===== src/rtl/qft_stream_core.sv =====
// qft_stream_core: frame-based N-qubit QFT engine.
// Loads a 2^N amplitude frame, runs an in-place radix-2 DIF transform
// (one butterfly per cycle), then streams the result in natural order
// by reading the storage in bit-reversed index order.
module qft_stream_core #(
    parameter int N_QUBITS    = 3,
    parameter int TOTAL_WIDTH = 8,
    parameter int FRAC_WIDTH  = 4,
    parameter int COEF_FRAC   = 6
) (
    input  logic                          clk,
    input  logic                          rst,
    input  logic                          in_valid,
    output logic                          in_ready,
    input  logic signed [TOTAL_WIDTH-1:0] in_re,
    input  logic signed [TOTAL_WIDTH-1:0] in_im,
    input  logic                          in_last,
    input  logic                          inverse,
    output logic                          out_valid,
    input  logic                          out_ready,
    output logic signed [TOTAL_WIDTH-1:0] out_re,
    output logic signed [TOTAL_WIDTH-1:0] out_im,
    output logic [N_QUBITS-1:0]           out_idx,
    output logic                          out_last,
    output logic                          busy,
    output logic                          frame_err
);
    localparam int L    = 1 << N_QUBITS;
    localparam int HALF = L / 2;
    localparam int NBF  = N_QUBITS * HALF;
    localparam int BW   = $clog2(NBF);
    localparam int CW   = COEF_FRAC + 2;
    localparam int AW   = 2 * TOTAL_WIDTH + 2 * CW + 4;

    localparam logic [N_QUBITS-1:0] LAST     = '1;
    localparam logic signed [AW-1:0] HALF_LSB = AW'(1) << (COEF_FRAC - 1);
    localparam logic signed [AW-1:0] MAXV     = AW'((1 << (TOTAL_WIDTH - 1)) - 1);
    localparam logic signed [AW-1:0] MINV     = AW'(-(1 << (TOTAL_WIDTH - 1)));

    // The twiddle table is built for up to 32 points and amplitudes must keep an integer part.
    if (N_QUBITS < 2 || N_QUBITS > 5 || FRAC_WIDTH >= TOTAL_WIDTH ||
        COEF_FRAC < 1 || COEF_FRAC > 29) begin : g_cfg_check
        $error("qft_stream_core: unsupported parameter set");
    end

    typedef enum logic [1:0] {S_LOAD, S_COMPUTE, S_DRAIN} state_t;

    // sin(n*pi/16), n = 0..8, rounded to COEF_FRAC fraction bits (from a Q30 table).
    function automatic logic signed [CW-1:0] qsin(input int n);
        logic [31:0] v;
        logic [31:0] r;
        case (n)
            0:       v = 32'd0;
            1:       v = 32'd209476638;
            2:       v = 32'd410903207;
            3:       v = 32'd596538995;
            4:       v = 32'd759250125;
            5:       v = 32'd892783698;
            6:       v = 32'd992008094;
            7:       v = 32'd1053110176;
            8:       v = 32'd1073741824;
            default: v = 32'd0;
        endcase
        r = (v + (32'd1 << (29 - COEF_FRAC))) >> (30 - COEF_FRAC);
        return signed'(CW'(r));
    endfunction

    // Round half up and drop the coefficient fraction bits.
    function automatic logic signed [AW-1:0] rnd(input logic signed [AW-1:0] x);
        return (x + HALF_LSB) >>> COEF_FRAC;
    endfunction

    // Clamp a wide result into the amplitude range.
    function automatic logic signed [TOTAL_WIDTH-1:0] sat(input logic signed [AW-1:0] x);
        if (x > MAXV) return MAXV[TOTAL_WIDTH-1:0];
        if (x < MINV) return MINV[TOTAL_WIDTH-1:0];
        return x[TOTAL_WIDTH-1:0];
    endfunction

    function automatic logic [N_QUBITS-1:0] bitrev(input logic [N_QUBITS-1:0] k);
        for (int b = 0; b < N_QUBITS; b++) bitrev[b] = k[N_QUBITS-1-b];
    endfunction

    state_t                        state;
    logic signed [TOTAL_WIDTH-1:0] slot_re [L];
    logic signed [TOTAL_WIDTH-1:0] slot_im [L];
    logic [N_QUBITS-1:0]           ld_cnt;
    logic [BW-1:0]                 bf_cnt;
    logic                          inv_q;

    logic [N_QUBITS-1:0]           idx_a, idx_b, nxt_idx;
    logic signed [CW-1:0]          w_re, w_im, c_rt2;
    logic signed [AW-1:0]          a_re, a_im, b_re, b_im, d_re, d_im, t_re, t_im;
    logic signed [TOTAL_WIDTH-1:0] na_re, na_im, nb_re, nb_im;

    assign nxt_idx = out_idx + N_QUBITS'(1);

    // Current butterfly: pair addressing, twiddle lookup and the a'/b' arithmetic.
    always_comb begin
        int stage, j, lg, lo, m, n32;
        stage = int'(bf_cnt) / HALF;
        j     = int'(bf_cnt) % HALF;
        lg    = N_QUBITS - 1 - stage;
        lo    = j % (1 << lg);
        m     = lo << stage;
        idx_a = N_QUBITS'(((j >> lg) << (lg + 1)) | lo);
        idx_b = N_QUBITS'(int'(idx_a) + (1 << lg));
        n32   = m << (5 - N_QUBITS);
        if (n32 <= 8) begin
            w_re = qsin(8 - n32);
            w_im = qsin(n32);
        end else begin
            w_re = -qsin(n32 - 8);
            w_im = qsin(16 - n32);
        end
        if (inv_q) w_im = -w_im;
        c_rt2 = qsin(4);
        a_re  = AW'(slot_re[idx_a]);
        a_im  = AW'(slot_im[idx_a]);
        b_re  = AW'(slot_re[idx_b]);
        b_im  = AW'(slot_im[idx_b]);
        d_re  = a_re - b_re;
        d_im  = a_im - b_im;
        t_re  = rnd(d_re * AW'(w_re) - d_im * AW'(w_im));
        t_im  = rnd(d_re * AW'(w_im) + d_im * AW'(w_re));
        na_re = sat(rnd((a_re + b_re) * AW'(c_rt2)));
        na_im = sat(rnd((a_im + b_im) * AW'(c_rt2)));
        nb_re = sat(rnd(t_re * AW'(c_rt2)));
        nb_im = sat(rnd(t_im * AW'(c_rt2)));
    end

    // Frame sequencer: load, in-place compute, bit-reversed drain.
    always_ff @(posedge clk or posedge rst) begin
        if (rst) begin
            state     <= S_LOAD;
            in_ready  <= 1'b0;
            out_valid <= 1'b0;
            out_re    <= '0;
            out_im    <= '0;
            out_idx   <= '0;
            out_last  <= 1'b0;
            busy      <= 1'b0;
            frame_err <= 1'b0;
            ld_cnt    <= '0;
            bf_cnt    <= '0;
            inv_q     <= 1'b0;
            for (int k = 0; k < L; k++) begin
                slot_re[k] <= '0;
                slot_im[k] <= '0;
            end
        end else begin
            case (state)
                S_LOAD: begin
                    in_ready <= 1'b1;
                    if (in_valid && in_ready) begin
                        slot_re[ld_cnt] <= in_re;
                        slot_im[ld_cnt] <= in_im;
                        ld_cnt          <= ld_cnt + N_QUBITS'(1);
                        if (ld_cnt == '0) inv_q <= inverse;
                        // Beat 0 starts a fresh error window; a misplaced in_last sets it.
                        frame_err <= ((ld_cnt != '0) && frame_err) || (in_last != (ld_cnt == LAST));
                        if (ld_cnt == LAST) begin
                            state    <= S_COMPUTE;
                            in_ready <= 1'b0;
                            busy     <= 1'b1;
                            bf_cnt   <= '0;
                        end
                    end
                end
                S_COMPUTE: begin
                    slot_re[idx_a] <= na_re;
                    slot_im[idx_a] <= na_im;
                    slot_re[idx_b] <= nb_re;
                    slot_im[idx_b] <= nb_im;
                    if (bf_cnt == BW'(NBF - 1)) begin
                        state  <= S_DRAIN;
                        bf_cnt <= '0;
                    end else begin
                        bf_cnt <= bf_cnt + BW'(1);
                    end
                end
                S_DRAIN: begin
                    if (!out_valid) begin
                        out_valid <= 1'b1;
                        out_idx   <= '0;
                        out_last  <= 1'b0;
                        out_re    <= slot_re[0];
                        out_im    <= slot_im[0];
                    end else if (out_ready) begin
                        if (out_last) begin
                            out_valid <= 1'b0;
                            out_last  <= 1'b0;
                            busy      <= 1'b0;
                            in_ready  <= 1'b1;
                            state     <= S_LOAD;
                        end else begin
                            out_idx  <= nxt_idx;
                            out_last <= (nxt_idx == LAST);
                            out_re   <= slot_re[bitrev(nxt_idx)];
                            out_im   <= slot_im[bitrev(nxt_idx)];
                        end
                    end
                end
                default: state <= S_LOAD;
            endcase
        end
    end
endmodule


===== config.mk =====
export PLATFORM = sky130hd
export DESIGN_NAME = qft_stream_core
export DESIGN_NICKNAME = d
export VERILOG_FILES = /design/src/rtl/qft_stream_core.sv
export SDC_FILE = /design/constraint.sdc
export NUM_CORES = 2
export LEC_CHECK = 0
export ABC_AREA = 1
export CORE_MARGIN = 1
export CORE_UTILIZATION = 56
export DETAILED_ROUTE_END_ITERATION = 6
export PLACE_DENSITY = 0.68
export SLEW_MARGIN = 20
export SYNTH_ARGS = -nofsm -noshare
export SYNTH_HDL_FRONTEND = slang
export SYNTH_SLANG_ARGS = --single-unit

===== constraint.sdc =====
create_clock -name clk -period 58.2 [get_ports clk]
set_input_delay 11.64 -clock clk [delete_from_list [all_inputs] [get_ports clk]]
set_output_delay 11.64 -clock clk [all_outputs]
set_load 0.05 [all_outputs]

==> impl_results.md <==
* Critical Path Source: bf_cnt[3]$_DFFE_PP0P_
* XOR/XNOR Fraction of Synth Area at under 10%
* Port Buffers at 45
* Post-CTS setup buffer count at 0
* Fin crit period at between 50000 and 60000 ps
* CP most frequent cell: nand2_1
* CP Max Fanout at 56
* Post-DP HPWL at 143000 µm
* Slew Limit Fails at 0
* Root buffer cell: clkbuf_16
* Final hold viol count at 0
* Final setup vio count at 0
* Reg-to-reg slack, setup at 6120 ps
* Post-synthesis compound-gate area fraction at 16.8%
* Fmax at 0.0192 GHz
* Outcome: finished, violations left
* Synth Cell Area at ~0.057 mm²
* # clock sinks at approximately 160
* Largest net degree at the start of global routing at 77
* Min Hold Slack at 504 ps
* Crit path max-delay family: simple AND/OR/NAND/NOR gates
* Nets at ~10000
* Die area at between 0.1 and 0.15 mm²
* Largest stage delay on the critical path at 890 ps
* Rows at ~120
* Initial Util at 56.6%
* Data arrival, critical path at 52430 ps
* Slowest-stage cell, CP: clkinv_1
* Worst path depth at 256
* Number of enable flip-flop cells after synthesis at 0
* DIE WIDTH at 321 µm
* CP Capture Point: slot_im[46]$_DFFE_PP0P_
* CTS tree: yes
* Crit start category: flip-flop
* DR iter-0 viols at 6072
* GRT overflow at 0
* # resized after CTS at 0
* Vias per cell at 5.65
* Simple logic cell fraction of the synthesized area at around 29%
* Min-Delay Path Class: reg2reg
* P&R area growth vs syn at 5.81%
* Main synth FF type: dfrtp_1
* Synth cell types at 83
* Register clock-pin slew on the reported worst setup and hold paths at 70 ps
* Die height at about 320 µm
* CTS max path bufs at 2
* Synth Area in Adders at 28.5%
* First-pass GRT wire length at around 290000 µm
* GRT Util Overall at 35.3%
* Worst setup path class: reg2reg
* CTS Buf Count at 17
* Final Skew at 16.2 ps
* Reg-to-Reg End: slot_im[46]$_DFFE_PP0P_
* Mux cell area share after synthesis at 0.106%
* Mapped Cells at 8849
* Data required, critical path at 58550 ps
* CP Buf/Inv Count at 42
* Worst-Skew Late Latency at 470 ps
* Crit share post-route at 89.5%
* Total wire length at 184000 µm
* Syn avg cell area at 6.43 µm²
* Synth warn at 0
* Register bit count reported by yosys at 162
* Final WS setup at 6120 ps
* Initial antenna violation count at 1
* Final ANT Viol Nets at 0
* Vias at 58800
* H-tree depth at 4
* Failing checks: DRC
* Max-cap violations at 0
* Setup TNS at 0 ps
* Crit end category: flip-flop
* FF-to-FF path depth at 256
* Reg2reg start: bf_cnt[3]$_DFFE_PP0P_
* Worst-margin pin slew at 1220 ps
* RSZ-0062 raised after global routing: false
* Core footprint at around 0.10 mm²
* Largest family of logic cells by synthesized area: simple AND/OR/NAND/NOR gates
* Fraction of layout cells with a size suffix above 1 at 5.29%
* DR WL/cell at 17.6 µm
* Worst slew margin at between 10% and 20%
* Register area share after synthesis at under 10%
* Vias in the first global route at roughly 56000
* DP Worst Slack at 7300 ps
* Drt first pass iters at 7
* Synth async-reset ratio at 100%
* Hold_buf cts at 0
* RePlAce Congestion at 0.982
* Post-route DRC violation count at 30
* I/O pin total at 46
==> final cells by class <==
type	count	area [µm²]
timing repair buffer	125	1050
multi-input combinational	7298	47400
sequential	162	4050
antenna	3	7.51
fill	10200	40200
inverter	1444	5440
tap	1357	1700
clock inverter	14	153
clock buffer	18	429
==> registers in the layout (all words and copies together), names as in the netlist, 2 cells and up <==
name and flops:
out_re 8, slot_re 64, slot_im 64, state 2, bf_cnt 4, ld_cnt 3, out_im 8, out_idx 3
==> tightest hold or removal path, stage by stage (launching register included) <==
cell     delay, ps
dfrtp_1        360
nand2_1         60
o31ai_1         50
==> cell usage in the layout (no fill, tap or decap), types with 28 or more instances in the layout <==
| cell | n |
|---|---|
| nand2_1 | 2085 |
| inv_1 | 1368 |
| a21oi_1 | 882 |
| nor2_1 | 740 |
| ha_1 | 679 |
| nand3_1 | 503 |
| fa_1 | 385 |
| o21ai_0 | 337 |
| conb_1 | 301 |
| xor2_1 | 243 |
| xnor2_1 | 186 |
| dfrtp_1 | 162 |
| o22ai_1 | 103 |
| buf_4 | 80 |
| nand2_2 | 78 |
| nand4_1 | 74 |
| o21ai_1 | 68 |
| nand3_2 | 68 |
| a21o_1 | 54 |
| inv_2 | 49 |
| clkdlybuf4s50_1 | 45 |
| nor3_1 | 43 |
| o21bai_1 | 39 |
| nor2_2 | 35 |
| o211ai_1 | 31 |
| a31oi_1 | 30 |
| a21boi_0 | 29 |
| or2_2 | 28 |
==> metrics by stage <==
stage                     cells  util, %  instance area [µm²]
final                     10400     59.9                60200
after CTS                 10400     59.9                60200
after global routing      10400     59.9                60200
after floorplan            9149        -                58000
after global placement    10400     59.4                59600
after detailed placement  10400     59.4                59600
==> metal layers <==
| layer | GRT usage [%] | vias to the layer above | routed length [µm] |
|---|---|---|---|
| met1 | 49.7 | 27100 | 82300 |
| li1 | - | 28700 | - |
| met4 | 10.9 | 2 | 6590 |
| met2 | 53.8 | 2566 | 77100 |
| met3 | 7.00 | 496 | 17700 |
| met5 | 0.236 | - | 34 |
==> kinds of logic (layout without fill, tap and decap cells) <==
| family | count (synthesis) | count (layout) |
|---|---|---|
| simple gates | 3789 | 3789 |
| compound gates | 1707 | 1707 |
| buf+inv | 1689 | 1601 |
| fa+ha+maj | 1064 | 1064 |
| xor+xnor | 432 | 432 |
| flops | 162 | 162 |
| mux | 5 | 5 |
| other cells | 1 | 304 |
==> how the worst min path moves through the flow <==
stage	start	endpoint	cells past startpoint	slack [ps]
after global placement	frame_err$_DFFE_PP0P_	frame_err$_DFFE_PP0P_	2	490
final	frame_err$_DFFE_PP0P_	frame_err$_DFFE_PP0P_	2	500
after CTS	out_im[0]$_DFFE_PP0P_	out_im[0]$_DFFE_PP0P_	2	510
after detailed placement	out_im[0]$_DFFE_PP0P_	out_im[0]$_DFFE_PP0P_	2	490
after global routing	out_im[2]$_DFFE_PP0P_	out_im[2]$_DFFE_PP0P_	2	530
after floorplan	slot_im[50]$_DFFE_PP0P_	slot_im[50]$_DFFE_PP0P_	2	490
==> synthesized netlist by cell type (39+ instances only) <==
library cell	n	area share, %
nand2_1	2086	14
inv_1	1371	9.0
a21oi_1	882	7.8
nor2_1	743	4.9
ha_1	679	15
nand3_1	503	4.4
fa_1	385	14
o21ai_0	338	3.0
xor2_1	243	3.7
xnor2_1	186	2.9
dfrtp_1	162	7.1
clkbuf_1	142	0.94
o22ai_1	103	1.1
nand2_2	77	0.85
nand4_1	74	0.81
o21ai_1	69	0.61
nand3_2	68	1.2
nor3_1	64	0.56
a21o_1	54	0.71
inv_2	49	0.32
o21bai_1	39	0.51
Power is not shown: default switching activity piles up to over one toggle a cycle in this logic, so the estimate is an artifact.
